--- config.mk ---
export PLATFORM = sky130hd
export DESIGN_NAME = pipeline_controller
export DESIGN_NICKNAME = d
export VERILOG_FILES = /design/src/rtl/cpu_types_pkg.sv /design/src/rtl/pipeline_perf_cnt.sv /design/src/rtl/pipeline_controller.sv
export SDC_FILE = /design/constraint.sdc
export NUM_CORES = 1
export LEC_CHECK = 0
export BUFFER_PORTS_ARGS = -buffer_cell sky130_fd_sc_hd__buf_2
export CAP_MARGIN = 20
export CORE_AREA = 2 2 39 41
export DETAILED_ROUTE_END_ITERATION = 16
export DIE_AREA = 0 0 41 43
export GPL_TIMING_DRIVEN = 0
export SYNTH_ARGS = -nofsm -noshare
export SYNTH_HDL_FRONTEND = slang
export SYNTH_SLANG_ARGS = --single-unit
--- constraint.sdc ---
create_clock -name CLK -period 3 [get_ports CLK]
set_clock_uncertainty 0.15 [all_clocks]
set_input_delay 0.3 -clock CLK [delete_from_list [all_inputs] [get_ports CLK]]
set_output_delay 0.3 -clock CLK [all_outputs]
set_load 0.01 [all_outputs]
--- src/rtl/cpu_types_pkg.sv ---
// Shared CPU types: pipeline controller state and fixed latch indices.
package cpu_types_pkg;

   typedef enum logic [1:0] {
      RUN    = 2'd0,
      DRAIN  = 2'd1,
      HALTED = 2'd2
   } pipe_state_t;

   localparam int PC_IDX   = 0;
   localparam int IFID_IDX = 1;
   localparam int IDEX_IDX = 2;

endpackage

--- src/rtl/pipeline_perf_cnt.sv ---
// Free-running pipeline performance counters; all freeze while run_i is low.
module pipeline_perf_cnt #(
   parameter int CNT_W = 32
) (
   input  logic             CLK,
   input  logic             nRST,
   input  logic             run_i,
   input  logic             stall_i,
   input  logic             flush_i,
   input  logic             instr_i,
   output logic [CNT_W-1:0] cyc_cnt_o,
   output logic [CNT_W-1:0] stall_cnt_o,
   output logic [CNT_W-1:0] flush_cnt_o,
   output logic [CNT_W-1:0] instr_cnt_o
);

   localparam logic [CNT_W-1:0] INC = CNT_W'(1);

   logic [CNT_W-1:0] cyc_q, cyc_d, stall_q, stall_d;
   logic [CNT_W-1:0] flush_q, flush_d, instr_q, instr_d;

   always_comb begin
      cyc_d   = cyc_q;
      stall_d = stall_q;
      flush_d = flush_q;
      instr_d = instr_q;
      if (run_i) begin
         cyc_d = cyc_q + INC;
         if (stall_i) stall_d = stall_q + INC;
         if (flush_i) flush_d = flush_q + INC;
         if (instr_i) instr_d = instr_q + INC;
      end
   end

   always_ff @(posedge CLK) begin
      if (!nRST) begin
         cyc_q   <= '0;
         stall_q <= '0;
         flush_q <= '0;
         instr_q <= '0;
      end else begin
         cyc_q   <= cyc_d;
         stall_q <= stall_d;
         flush_q <= flush_d;
         instr_q <= instr_d;
      end
   end

   assign cyc_cnt_o   = cyc_q;
   assign stall_cnt_o = stall_q;
   assign flush_cnt_o = flush_q;
   assign instr_cnt_o = instr_q;

endmodule

--- src/rtl/pipeline_controller.sv ---
// Pipeline stage sequencer: latch valid bits, enables/flushes and halt FSM.
// Define PIPE_PERF_CNT_EN to add the cyc/stall/flush/instr performance counters.
module pipeline_controller
   import cpu_types_pkg::*;
#(
   parameter int STAGES         = 5,
   parameter int REDIRECT_STAGE = 3,
   parameter int CNT_W          = 32
) (
   input  logic              CLK,
   input  logic              nRST,
   input  logic              ihit,
   input  logic              dhit,
   input  logic              mem_req,
   input  logic              load_use,
   input  logic              redirect,
   input  logic              halt_dec,
   input  logic              halt_in,
   output logic [STAGES-1:0] stage_en,
   output logic [STAGES-1:0] stage_flush,
   output logic [STAGES-1:0] valid,
   output logic              imem_ren,
   output logic              halted
`ifdef PIPE_PERF_CNT_EN
   ,
   output logic [CNT_W-1:0]  cyc_cnt,
   output logic [CNT_W-1:0]  stall_cnt,
   output logic [CNT_W-1:0]  flush_cnt,
   output logic [CNT_W-1:0]  instr_cnt
`endif
);

   generate
      if (STAGES < 4 || REDIRECT_STAGE < 2 || REDIRECT_STAGE > STAGES - 2 || CNT_W < 1) begin : g_bad_param
         $error("pipeline_controller: illegal STAGES/REDIRECT_STAGE/CNT_W");
      end
   endgenerate

   localparam logic [STAGES-1:0] ONE        = STAGES'(1);
   localparam logic [STAGES-1:0] REDIR_MASK = ((ONE << (REDIRECT_STAGE + 1)) - ONE) & ~ONE;

   pipe_state_t       state_q, state_d;
   logic [STAGES-1:1] valid_q, valid_d;
   logic [STAGES-1:0] en, fl;
   logic              mem_busy, mstall;

   assign valid    = {valid_q, state_q == RUN};
   assign mem_busy = mem_req & valid[STAGES-2];
   assign mstall   = mem_busy & ~dhit;

   // Single priority chain: halt > data stall > redirect > load-use > fetch stall/drain.
   always_comb begin
      en = '0;
      fl = '0;
      if (!nRST) begin
         fl = ~ONE;
      end else if (state_q != HALTED && !mstall) begin
         if (redirect) begin
            en = '1;
            fl = REDIR_MASK;
         end else if (load_use) begin
            en = ~(ONE | (ONE << IFID_IDX));
            fl = ONE << IDEX_IDX;
         end else if (!ihit || state_q == DRAIN) begin
            en = ~ONE;
            fl = ONE << IFID_IDX;
         end else begin
            en = '1;
         end
      end
   end

   always_comb begin
      valid_d = valid_q;
      for (int k = 1; k < STAGES; k++) begin
         if (fl[k])      valid_d[k] = 1'b0;
         else if (en[k]) valid_d[k] = valid[k-1];
      end
   end

   // halt_in is checked first so a simultaneous redirect cannot rescue a retiring halt.
   always_comb begin
      state_d = state_q;
      if (!mstall) begin
         case (state_q)
            RUN: begin
               if (halt_in && valid[STAGES-1])                   state_d = HALTED;
               else if (halt_dec && valid[IFID_IDX] && !redirect) state_d = DRAIN;
            end
            DRAIN: begin
               if (halt_in && valid[STAGES-1]) state_d = HALTED;
               else if (redirect)              state_d = RUN;
            end
            default: state_d = state_q;
         endcase
      end
   end

   always_ff @(posedge CLK) begin
      if (!nRST) begin
         state_q <= RUN;
         valid_q <= '0;
      end else begin
         state_q <= state_d;
         valid_q <= valid_d;
      end
   end

   assign stage_en    = en;
   assign stage_flush = fl;
   assign imem_ren    = nRST & (state_q == RUN) & ~mem_busy;
   assign halted      = nRST & (state_q == HALTED);

`ifdef PIPE_PERF_CNT_EN
   logic stall_ev, flush_ev, instr_ev;

   assign stall_ev = mstall | (~redirect & (load_use | ~ihit));
   assign flush_ev = redirect & ~mstall;
   assign instr_ev = valid[STAGES-1] & (en[STAGES-1] | (state_d == HALTED && state_q != HALTED));

   pipeline_perf_cnt #(.CNT_W(CNT_W)) u_perf (
      .CLK         (CLK),
      .nRST        (nRST),
      .run_i       (state_q != HALTED),
      .stall_i     (stall_ev),
      .flush_i     (flush_ev),
      .instr_i     (instr_ev),
      .cyc_cnt_o   (cyc_cnt),
      .stall_cnt_o (stall_cnt),
      .flush_cnt_o (flush_cnt),
      .instr_cnt_o (instr_cnt)
   );
`endif

endmodule
Word level (Yosys, flattened, before mapping)
Index checks and enable logic that the tools add are counted.
{"block": "classes", "n_addsub": 0, "n_mul": 0, "div_mod_pow": 0, "order_cmp": 0, "eq_ne": 5, "shift": 0, "mux": 15, "bitwise": 9, "reduce_logical": 15}
{"operator": "two-way mux 5 bit", "count": 3}
{"operator": "two-way mux 2 bit", "count": 7}
{"operator": "two-way mux 4 bit", "count": 2}
{"operator": "OR reduction 2 bit", "count": 4}
{"operator": "bitwise AND 1 bit", "count": 5}
{"operator": "logical AND 1 bit", "count": 4}
{"operator": "NOT 1 bit", "count": 4}
{"operator": "one-hot mux 2 bit (2 select lines)", "count": 1}
{"operator": "AND reduction 4 bit", "count": 1}
{"operator": "logical NOT 1 bit", "count": 3}
{"operator": "two-way mux 3 bit", "count": 1}
{"operator": "inequality test 3 x 1 -> 1 bit (second input constant)", "count": 1}
{"operator": "inequality test 3 x 2 -> 1 bit (second input constant)", "count": 1}
{"operator": "== test 2 x 1 -> 1 bit (second input constant)", "count": 1}
{"operator": "== test 2 bit (second input constant)", "count": 1}
{"operator": "logical NOT 2 bit", "count": 1}
{"operator": "inequality test 2 bit (second input constant)", "count": 1}
{"operator": "nonzero test 2 bit", "count": 1}
{"operator": "logical OR 1 bit", "count": 1}
{"operator": "two-way mux 1 bit", "count": 1}
{"block": "word_totals", "register_bits": 6, "latchBits": 0, "ram_bits": 0, "rom_bits": 0, "in_bits": 9, "output_inout_bits": 17, "mem_count": 0}

Logic depth before layout (Yosys ltp)
{"block": "logic_depth", "word_depth": 8, "depth_mapped": 4}

Worst setup path before layout
Ideal clock, no wire load.
{"block": "synth_timing", "path_type": "reg-to-output", "start": "register valid_q[3] in the netlist's numbering", "end": "output port stage_en[0]", "arrival_ns": 0.977, "required_time_ns": 2.550, "slack_ns": 1.573, "stages_incl_launch_ff": 5, "cell_sequence": "dfxtp_1 -> nand3b_1 -> nand2_2 -> nor2_2 -> o21a_1"}
{"block": "synth_between", "elab_chain_len": 6}
{"item": "start: declaration", "line": "pipeline_controller.sv:43", "rtl": "logic [STAGES-1:1] valid_q, valid_d;"}
{"item": "start signal: assignment", "line": "pipeline_controller.sv:105", "rtl": "valid_q <= valid_d;"}
{"item": "bitwise AND 1 bit", "line": "pipeline_controller.sv:48", "rtl": "assign mem_busy = mem_req & valid[STAGES-2];"}
{"item": "bitwise AND 1 bit", "line": "pipeline_controller.sv:49", "rtl": "assign mstall = mem_busy & ~dhit;"}
{"item": "logical NOT 1 bit"}
{"item": "logical AND 1 bit", "line": "pipeline_controller.sv:57", "rtl": "end else if (state_q != HALTED && !mstall) begin"}
{"item": "two-way mux 5 bit", "line": "pipeline_controller.sv:57"}
{"item": "two-way mux 5 bit", "line": "pipeline_controller.sv:55", "rtl": "if (!nRST) begin"}
{"item": "end: declaration", "line": "pipeline_controller.sv:19", "rtl": "output logic [STAGES-1:0] stage_en,"}
Every way passes these cells.

Worst setup path in the final report
{"block": "layout_timing", "start": "register valid_q[3] in the netlist's numbering", "end": "output port stage_en[4]"}
The elaborated chain is that of the path after synthesis.

==> results.md <==
- The flow ran to the end, and the final reports show no timing, DRC or antenna violations.
- The worst setup path startpoint is valid_q[3].
- The proportion of layout cells with a drive suffix above 1 is 48.10%.
- The synthesized design contains 6 register bits.
- The via-per-instance ratio is 4.726.
- The number of max-slew violations in the final report is 0.
- In this run the power density over the cells is 361.4 mW/mm².
- The floorplan step set the die height to 43 µm.
- The most common library cell in the layout ignoring fill and taps is sky130_fd_sc_hd__buf_2.
- The number of global-route vias before repair is 383.
- The TritonCTS clock tree is done.
- The number of buffers added on ports is 24.
- The buffers plus inverters on the worst setup path is 2.
- The sequential fraction of the synthesis area is 30.97%.
- The cell depth of the worst hold path is 3.
- The clock reaches the later pin of the worst-skew pair after 250 ps.
- The number of antenna violations at the first check in global routing was 0.
- For this configuration, the core starts out at a cell density of 28.03%.
- In this run the power spent charging and discharging nets is 0.00005604 W.
- IR analysis of the VDD net gives a maximum drop of 155.4 µV.
- In the final routed layout, each cell accounts on average for 11.31 µm.
- The number of nets in the layout is 90.
- After floorplanning, the core was divided into 14 placement rows.
- Prior to clock tree synthesis, the placed netlist has a worst setup slack of 1451 ps.
- The clock tree root buffer cell is sky130_fd_sc_hd__clkbuf_4.
- The area enclosed by the die boundary is 0.001763 mm².
- The highest cell delay on the worst timing path is 410 ps.
- The repair_antennas step left the layout with diodes totalling 0.
- Cell internal power was estimated by the tool at 0.0001429 W.
- Summed over all cells, the static leakage comes to 0.2594 nW.
- For flop-to-flop paths, the worst setup slack is 1800 ps.
- Once the clock tree was built, the setup fixing pass inserted 0 buffers.
- The number of primary I/O pins is 26.
- In this run the critical register-to-register path is captured at valid_q[4].
- The number of buffers created by CTS is 3.
- The time the worst path needs with I/O delays and setup is 1779 ps.
- The area growth from synthesis to layout is 41.94%.
- The largest fanout on the critical path is 6.
- For this block, the initial DRC count from the detailed router was 7.
- The maximum root-to-sink buffer count is 2.
- The cell class contributing the biggest share of worst-path delay is flip-flops.
- At the end of routability-driven placement, the weighted congestion stood at 0.6540.
- In this run switching power makes up 28.16% of total power.
- The timing-limited maximum frequency is 562.1 MHz.
- The worst path meets setup with 1221 ps of slack.
- The total number of clock tree sinks is 6.
- The total negative slack is 0 ps.
- STA classifies the critical path endpoint as an output port.
- The start-to-end type of the worst setup path is register to output port.
- After detailed routing, the total wire length is 1074 µm.
- The Yosys step of the flow raised 0 warnings.
- The number of instances in the synthesized netlist is 52.
- Gates resized during post-CTS repair numbered 0.
- The core area is 0.001384 mm².
- The number of search-and-repair iterations in the first detailed-routing pass is 4.
- The category of the worst setup path launch point is a register.
- The DRC violation count after routing is 0.
- The cell type of the slowest stage on the worst timing path is sky130_fd_sc_hd__dfxtp_1.
- Of the total power, the clock network draws 41.0%.
- Setup violations remaining at the end of the flow were counted as 0.
- Global routing finished with a remaining overflow of 0.
- Walking the worst path, the cells encountered are nand3b_1 > nand2_2 > nor2_2 > buf_4 > buf_2.
- The number of inserted filler cells in the final layout is 152.
- The hold path endpoint is state_q[1].
- Detailed placement finished with a half-perimeter wire length of 846.4 µm.
- The sequential group share of total power is 40.9%.
- The cell area that synthesis handed to floorplanning was 387.9 µm².
- The combinational share of power is 18.1%.
- The kind of path behind the tightest hold check is input pin to register.
- The number of different library cells used by synthesis comes to 26.
- The hold violation count in the final report is 0.
- The startpoint identified for the worst hold timing path is halt_in.
- The register clock-pin slew on the reported worst setup and hold paths is 50 ps.
- Setup repair after global routing left no endpoint under its margin.
- The synthesized net count is 61.
- The antenna violation net count after detailed routing is 0.
- The die is 41 µm wide.
- The routed layout has 449 vias.
- The CTS H-tree depth is 1.
- The worst register-to-register path begins at state_q[1].
- The number of cells on the worst reg-to-reg path is 3.
- The wire length of the first global-routing pass is 1518 µm.
- The post-synthesis area per instance is 7.459 µm².
- In the layout the commonest cells are sky130_fd_sc_hd__buf_2 (24), sky130_fd_sc_hd__nor2_1 (6), sky130_fd_sc_hd__dfxtp_1 (6), sky130_fd_sc_hd__a21oi_1 (5), sky130_fd_sc_hd__nand2_1 (4).
- The tool flagged a number of max-cap violations equal to 0.
- The maximum number of pins on one net before global-route repair is 9.
- The total routing resource utilization after global routing is 13.24%.
- STA puts the critical path data required time at 2550 ps.
- The final critical path takes up 59.30% of the cycle.
- The hold-fix buffer count after cts is 0.
- The data arrival time of the critical path is 1330 ps.
## metrics by stage
| stage | hold WS, ps | util, % | std cells | cell area, µm² | power (W) |
|---|---|---|---|---|---|
| 2_1_floorplan | 288.3 | - | 52 | 387.9 | 0.0001022 |
| 5_1_grt | 196.6 | 39.78 | 95 | 550.5 | 0.0002102 |
| 4_1_cts | 159.0 | 39.78 | 95 | 550.5 | 0.0002015 |
| 3_3_place_gp | 309.0 | 38.16 | 92 | 528.0 | 0.0001192 |
| 3_5_place_dp | 335.3 | 38.16 | 92 | 528.0 | 0.0001194 |
| 6_report | 162.3 | 39.78 | 95 | 550.5 | 0.0001990 |
## state kept, by name (all words and copies together) (netlist names)
name	cells
state_q	2
valid_q	4
## synth_stat cells
master,instances,area (µm²)
sky130_fd_sc_hd__o21a_1,1,7.510
sky130_fd_sc_hd__and3b_4,1,12.51
sky130_fd_sc_hd__a21oi_1,5,25.02
sky130_fd_sc_hd__o21ai_0,3,15.01
sky130_fd_sc_hd__dfxtp_1,6,120.1
sky130_fd_sc_hd__conb_1,1,3.750
sky130_fd_sc_hd__o31ai_1,1,7.510
sky130_fd_sc_hd__inv_2,1,3.750
sky130_fd_sc_hd__nand3_1,1,5.000
sky130_fd_sc_hd__nand2b_1,1,6.260
sky130_fd_sc_hd__and2b_4,1,10.01
sky130_fd_sc_hd__a31oi_1,2,12.51
sky130_fd_sc_hd__o21ai_1,3,15.01
sky130_fd_sc_hd__o221a_1,1,11.26
sky130_fd_sc_hd__nand2b_2,1,8.760
sky130_fd_sc_hd__nor3_1,2,10.01
sky130_fd_sc_hd__buf_4,3,22.52
sky130_fd_sc_hd__nor2_1,6,22.52
sky130_fd_sc_hd__nand2_2,1,6.260
sky130_fd_sc_hd__nand3b_1,1,7.510
sky130_fd_sc_hd__inv_1,2,7.510
sky130_fd_sc_hd__nand2_1,4,15.01
sky130_fd_sc_hd__nor2_4,1,11.26
sky130_fd_sc_hd__nand4_1,1,6.260
sky130_fd_sc_hd__a21oi_2,1,8.760
sky130_fd_sc_hd__nor2_2,1,6.260
## metal layers
metal | part of all wire [%] | track usage, % | vias to the layer above
met5 | 0 | 0 | -
li1 | - | - | 235
met4 | 2.1 | 10.00 | 0
met1 | 44 | 12.82 | 194
met2 | 47 | 21.25 | 16
met3 | 6.5 | 4.712 | 4
## power by group through the flow
stage          clock network, W  registers (W)  logic [W]
2_1_floorplan                 0      0.0000831  0.0000190
3_3_place_gp                  0      0.0000830  0.0000362
3_5_place_dp                  0      0.0000830  0.0000364
4_1_cts               0.0000838      0.0000813  0.0000364
5_1_grt               0.0000885      0.0000813  0.0000403
6_report              0.0000815      0.0000814  0.0000361
## worst register-to-register path, stage by stage (launching register included)
cell and delay (ps):
sky130_fd_sc_hd__dfxtp_1 470, sky130_fd_sc_hd__and2b_4 220, sky130_fd_sc_hd__nor2_4 40, sky130_fd_sc_hd__o221a_1 210
## cell families after synthesis
logic type,count (synthesis),synth area share [%]
flip-flops,6,30.97
AO/OA/AOI/OAI,17,26.45
AND/OR/NAND/NOR,22,32.91
buffers and inverters,6,8.709
other,1,0.9668
## worst max path at each step
stage | to | slack [ps] | cells after the start
global placement | stage_en[3] | 1460 | 6
finish | stage_en[4] | 1220 | 5
floorplan | stage_en[0] | 1570 | 4
detailed placement | stage_en[4] | 1450 | 6
CTS | stage_en[4] | 1220 | 5
global route | stage_en[0] | 1130 | 5
## layout make-up
class / instances / area (µm²) / area share, %
Multi-Input combinational cell: 40 / 234.0 / 42.50
Sequential cell: 6 / 120.1 / 21.82
Timing Repair Buffer: 24 / 120.1 / 21.82
Clock buffer: 3 / 22.52 / 4.091
Buffer: 3 / 22.52 / 4.091
Tap cell: 16 / 20.02 / 3.636
Inverter: 3 / 11.26 / 2.045
Power figures use the tool's default switching activity.
